$ cat src/rtl/fir_pkg.sv
// fir_pkg: shared state encoding, default widths and output-width helper for fir_tdm_mac
package fir_pkg;
  typedef enum logic [1:0] {IDLE, MAC, OUT} state_t;
  localparam int DEF_DW = 4;
  localparam int DEF_CW = 3;
  localparam int DEF_TAPS = 4;
  function automatic int fir_ow(input int dw, input int cw, input int taps);
    return dw + cw + $clog2(taps);
  endfunction
endpackage

$ cat src/rtl/fir_coef_bank.sv
// fir_coef_bank: TAPS x CW coefficient registers, writable only while idle, read by tap index
module fir_coef_bank import fir_pkg::*; #(
  parameter int CW = DEF_CW,
  parameter int TAPS = DEF_TAPS,
  localparam int AW = $clog2(TAPS)
) (
  input  logic          CLK,
  input  logic          reset,
  input  logic          idle,
  input  logic          we,
  input  logic [AW-1:0] addr,
  input  logic [CW-1:0] data,
  input  logic [AW-1:0] k,
  output logic [CW-1:0] coef_k
);
  logic [CW-1:0] coef [TAPS];
  assign coef_k = coef[k];
  // clear on reset; writes land only in IDLE and only for in-range addresses
  always_ff @(posedge CLK) begin
    if (reset)
      for (int i = 0; i < TAPS; i++) coef[i] <= '0;
    else if (we && idle && {1'b0, addr} < (AW+1)'(TAPS))
      coef[addr] <= data;
  end
endmodule

$ cat src/rtl/fir_tdm_mac.sv
// fir_tdm_mac: TAPS-tap FIR sharing one MAC per sample; define FIR_SIGNED_EN for two's-complement arithmetic
module fir_tdm_mac import fir_pkg::*; #(
  parameter int DW = DEF_DW,
  parameter int CW = DEF_CW,
  parameter int TAPS = DEF_TAPS,
  localparam int AW = $clog2(TAPS),
  localparam int OW = fir_ow(DW, CW, TAPS)
) (
  input  logic          CLK,
  input  logic          reset,
  input  logic          in_valid,
  output logic          in_ready,
  input  logic [DW-1:0] in_data,
  input  logic          coef_we,
  input  logic [AW-1:0] coef_addr,
  input  logic [CW-1:0] coef_data,
  output logic          out_valid,
  input  logic          out_ready,
  output logic [OW-1:0] out_data,
  output logic          busy
);
  state_t state, state_nx;
  logic [DW-1:0] x [TAPS];
  logic [AW-1:0] k;
  logic [CW-1:0] coef_k;
  logic [OW-1:0] acc, prod, cx, xx;
  logic last;
  assign last = k == AW'(TAPS - 1);
  assign in_ready = state == IDLE && !reset;
  assign out_valid = state == OUT;
  assign busy = state != IDLE;
`ifdef FIR_SIGNED_EN
  assign cx = {{(OW-CW){coef_k[CW-1]}}, coef_k};
  assign xx = {{(OW-DW){x[k][DW-1]}}, x[k]};
`else
  assign cx = {{(OW-CW){1'b0}}, coef_k};
  assign xx = {{(OW-DW){1'b0}}, x[k]};
`endif
  assign prod = cx * xx;
  fir_coef_bank #(.CW(CW), .TAPS(TAPS)) u_bank (
    .CLK(CLK),
    .reset(reset),
    .idle(state == IDLE),
    .we(coef_we),
    .addr(coef_addr),
    .data(coef_data),
    .k(k),
    .coef_k(coef_k)
  );
  // state register
  always_ff @(posedge CLK) state <= reset ? IDLE : state_nx;
  // IDLE -> MAC on a sample, MAC -> OUT after the last tap, OUT -> IDLE once consumed
  always_comb begin
    state_nx = state;
    state_nx = (state == IDLE && in_valid) ? MAC :
               (state == MAC && last) ? OUT :
               (state == OUT && out_ready) ? IDLE : state;
  end
  // delay line shift on accept, one tap accumulated per MAC cycle, result latched on the last tap
  always_ff @(posedge CLK) begin
    if (reset) begin
      for (int i = 0; i < TAPS; i++) x[i] <= '0;
      acc <= '0;
      k <= '0;
      out_data <= '0;
    end else if (state == IDLE && in_valid) begin
      for (int i = TAPS - 1; i > 0; i--) x[i] <= x[i-1];
      x[0] <= in_data;
      acc <= '0;
      k <= '0;
    end else if (state == MAC) begin
      acc <= acc + prod;
      k <= last ? '0 : k + 1'b1;
      if (last) out_data <= acc + prod;
    end
  end
endmodule
$ cat config.mk
export PLATFORM = sky130hd
export DESIGN_NAME = fir_tdm_mac
export DESIGN_NICKNAME = d
export VERILOG_FILES = /design/src/rtl/fir_pkg.sv /design/src/rtl/fir_coef_bank.sv /design/src/rtl/fir_tdm_mac.sv
export SDC_FILE = /design/constraint.sdc
export NUM_CORES = 1
export LEC_CHECK = 0
export BUFFER_PORTS_ARGS = -buffer_cell sky130_fd_sc_hd__buf_2
export CAP_MARGIN = 0
export CELL_PAD_IN_SITES_DETAIL_PLACEMENT = 0
export CELL_PAD_IN_SITES_GLOBAL_PLACEMENT = 2
export CORE_MARGIN = 4
export CORE_UTILIZATION = 35
export DETAILED_ROUTE_END_ITERATION = 8
export PLACE_DENSITY_LB_ADDON = 0.1
export SYNTH_ARGS = -nofsm -noshare
export SYNTH_HDL_FRONTEND = slang
export SYNTH_SLANG_ARGS = --single-unit
$ cat constraint.sdc
create_clock -name CLK -period 3.3 [get_ports CLK]
set_input_delay 0.165 -clock CLK [delete_from_list [all_inputs] [get_ports CLK]]
set_output_delay 0.165 -clock CLK [all_outputs]
set_load 0.01 [all_outputs]
==> results.md <==
- Max Cap Violations: 0
- Peak Freq: 289 MHz
- Seq/Total Area, Yosys: 49.1%
- Slew @ Worst Pin: 0.519 ns
- Max IR drop VDD: about 170 µV
- Vias per cell: between 4 and 5
- Largest family of logic cells by synthesized area: simple AND/OR/NAND/NOR gates
- Placed Area: a little over 3000 µm²
- Crit start category: flop
- Final Wtd Congestion: roughly 0.75
- DP HPWL: ~4.2 mm
- GRT Util Overall: between 10% and 20%
- Worst-path clk slew: roughly 0.1 ns
- Area Overhead vs Synth: 18.1%
- First-pass GRT wire length: between 9 and 10 mm
- Die width: between 90 and 100 µm
- # setup viols final: 8
- Max Slew Vio Count: 0
- Die Y-Extent: approximately 96 µm
- Fin area: about 3200 µm²
- Synth Area in XOR/XNOR: roughly 1.6%
- Proportion of layout cells with a drive suffix above 1: between 20 and 30%
- Layout net count: 320
- GRT met3 Usage: 2.92%
- Non-Filler Instances: 388
- RSZ-0062 raised after global routing: yes
- Initial Utilization: between 30% and 40%
- Worst min-delay path class: input port to flop
- Yosys warns: 0
- CP Data Arrival Time: approximately 3.7 ns
- Fillers: between 700 and 800
- Die area: between 9000 and 10000 µm²
- Drt first-iter violations: 97
- Placed Cells: approximately 380
- Syn Area/Cell: approximately 11 µm²
- Cell variety after synth: 39
- DRC: 0
- Synth Flop Type: edfxtp_1
- Met2 GRT Util: 19.9%
- Antenna cells: 0
- Vias in the first global route: roughly 1.9k
- Min cycle time layout: about 3.5 ns
- Clock skew: 0.00181 ns
- Routed WL per cell: approximately 15 µm
- Final Cycle Share: 105%
- H-tree levels: 2
- Initial DRT Pass Iterations: 4
- Endpoints failing hold: 0
- Max_slew headroom: ~65%
- Routed Antenna Nets: 0
- Worst Path Required: between 3 and 4 ns
- Worst skew pair latency: ~0.31 ns
- Port buffer count: 25
- Initial antenna violation count: 0
- Gr ovfl total: 0
- Flop and latch count out of synthesis: 52
- Core area: around 7400 µm²
- Gr busiest metal: met1
- Synthesized area: approximately 2700 µm²
- Post-Synth Adder-Cell Area: between 10% and 20%
- Max FO, Critical Path: 7
- Ys async rst share: 0%
- CTS tree: yes
- Syn Inst Count: between 200 and 300
- Final wirelength: 5.71 mm
- Worst Setup End Kind: flop
- CTS sink count: 52
- Status: finished, violations left
- Clock Tree Buf Depth: 2
- Cts bufs inserted: 5
- Via count: 1868
- Pleak: 0.00136 µW
- Critical path type: flop to flop
- Simple-Gate Fraction of Synth Area: approximately a fifth
- Global routing met1 resource utilization: 20.2%
- Mux share of post-synthesis cell area: a little under 6%
- Min Hold Slack: 0.105 ns
- Net Count, Synth: about 290
- Root buf cell: clkbuf_8
- Failing checks: setup timing
- Post-CTS Hold Buffers: 0
- FP Rows: 31
- PD cells: roughly 420 nW/µm²
- IO Pins: 26
- Post-synth EDFFs: 28
- Setup ws final: -0.157 ns
- Synth Area in Compound Gates: under 10%
- Largest net degree at the start of global routing: 29
[metal layers]
| layer | vias to the layer above | part of all wire [%] | wire (µm) |
|---|---|---|---|
| met1 | 885 | 52 | 2950 |
| met4 | 0 | 1.4 | 82 |
| met2 | 23 | 44 | 2520 |
| met5 | - | 0 | 0 |
| met3 | 5 | 2.6 | 149 |
| li1 | 955 | - | - |
[worst max-delay path, cell delays in order (launching register included)]
cell     delay (ns)
dfxtp_4        0.44
mux4_2         0.55
and2_1         0.19
fa_1           0.50
inv_1          0.05
fa_1           0.49
inv_2          0.05
ha_4           0.21
nor2b_4        0.12
o31a_1         0.28
o31ai_2        0.24
xor2_1         0.16
nor2_1         0.05
[cell families after synthesis]
logic type               Yosys count
multiplexers                       7
AND/OR/NAND/NOR                  100
adder cells (fa/ha/maj)           18
XOR/XNOR                           5
AO/OA/AOI/OAI                     40
flip-flops                        52
buffers and inverters             32
[layout by cell type, fill, tap and decap left out, types with 3 or more instances in the layout]
master	instances
xor2_1	3
and3_1	22
o21ai_2	3
nor3_1	4
fa_1	6
dfxtp_1	23
mux4_2	7
a21oi_2	4
o21ai_0	6
buf_4	10
nor2_1	11
ha_1	10
edfxtp_1	28
a21oi_1	15
clkbuf_8	5
buf_2	25
nand3_1	4
nand2_1	29
and2_1	13
inv_1	20
[worst paths after layout]
check	from	end	slack (ns)	cells past startpoint
worst max-delay path	flop	acc[7]$_SDFFE_PP0P_	-0.16	12
worst min-delay path	out_ready	state[1]$_SDFFE_PP0P_	0.11	3
worst max register to register	flop	acc[7]$_SDFFE_PP0P_	-0.16	12
worst min register to register	out_data[0]$_SDFFE_PP0P_	out_data[0]$_SDFFE_PP0P_	0.46	2
[cell type report]
| type | count | area [µm²] | share of cell area (%) |
|---|---|---|---|
| clock buffers | 5 | 68.8 | 2.17 |
| clock inverters | 3 | 22.5 | 0.709 |
| inverters | 21 | 78.8 | 2.48 |
| multi-input cells | 170 | 1320 | 41.4 |
| flip-flops and latches | 52 | 1330 | 41.7 |
| well taps | 99 | 124 | 3.90 |
| repair buffers | 38 | 243 | 7.64 |
[state kept, by name, summed over array words and instances (netlist names), named ones only]
name	cells
u_bank.coef	12
out_data	9
x	16
k	2
acc	9
state	2
[cell usage after synthesis, drive strengths merged (2+ instances only)]
cell type | number | area [µm²]
a211oi | 2 | 15.0
a21o | 2 | 15.0
a21oi | 19 | 95.1
and2 | 15 | 93.8
and3 | 22 | 138
buf | 3 | 20.0
clkbuf | 8 | 30.0
dfxtp | 24 | 480
edfxtp | 28 | 841
fa | 7 | 140
ha | 11 | 138
inv | 21 | 78.8
mux4 | 7 | 158
nand2 | 31 | 124
nand3 | 5 | 25.0
nor2 | 11 | 41.3
nor2b | 2 | 15.0
nor3 | 5 | 25.0
nor4b | 2 | 17.5
o21ai | 9 | 45.0
o31ai | 3 | 22.5
xnor2 | 2 | 17.5
xor2 | 3 | 26.3
[through the flow]
| step | power (µW) | util (%) | worst slack, ns | setup TNS (ns) |
|---|---|---|---|---|
| after floorplan | 901 | - | -0.139 | -0.256 |
| after global placement | 974 | 41.1 | -0.257 | -1.65 |
| after detailed placement | 973 | 41.1 | -0.298 | -1.89 |
| after CTS | 1360 | 42.5 | -0.202 | -1.05 |
| after global routing | 1410 | 43.1 | -0.331 | -2.42 |
| final | 1340 | 43.1 | -0.157 | -0.804 |
[where the power goes]
part	leakage, µW	switching [µW]	total, µW	internal, µW
combinational	0.000816	126	224	98.3
clock	0.0000485	227	380	153
sequential	0.000493	20.5	738	717
total	0.00136	373	1340	968
[what timing repair did]
| item | CTS | global route |
|---|---|---|
| resized for setup | 5 | 10 |
| pin swaps | 7 | 5 |
| endpoints found under the setup margin | 10 | 12 |
| setup buffers | 0 | 1 |
No activity file was read; power rests on OpenSTA's default activity.
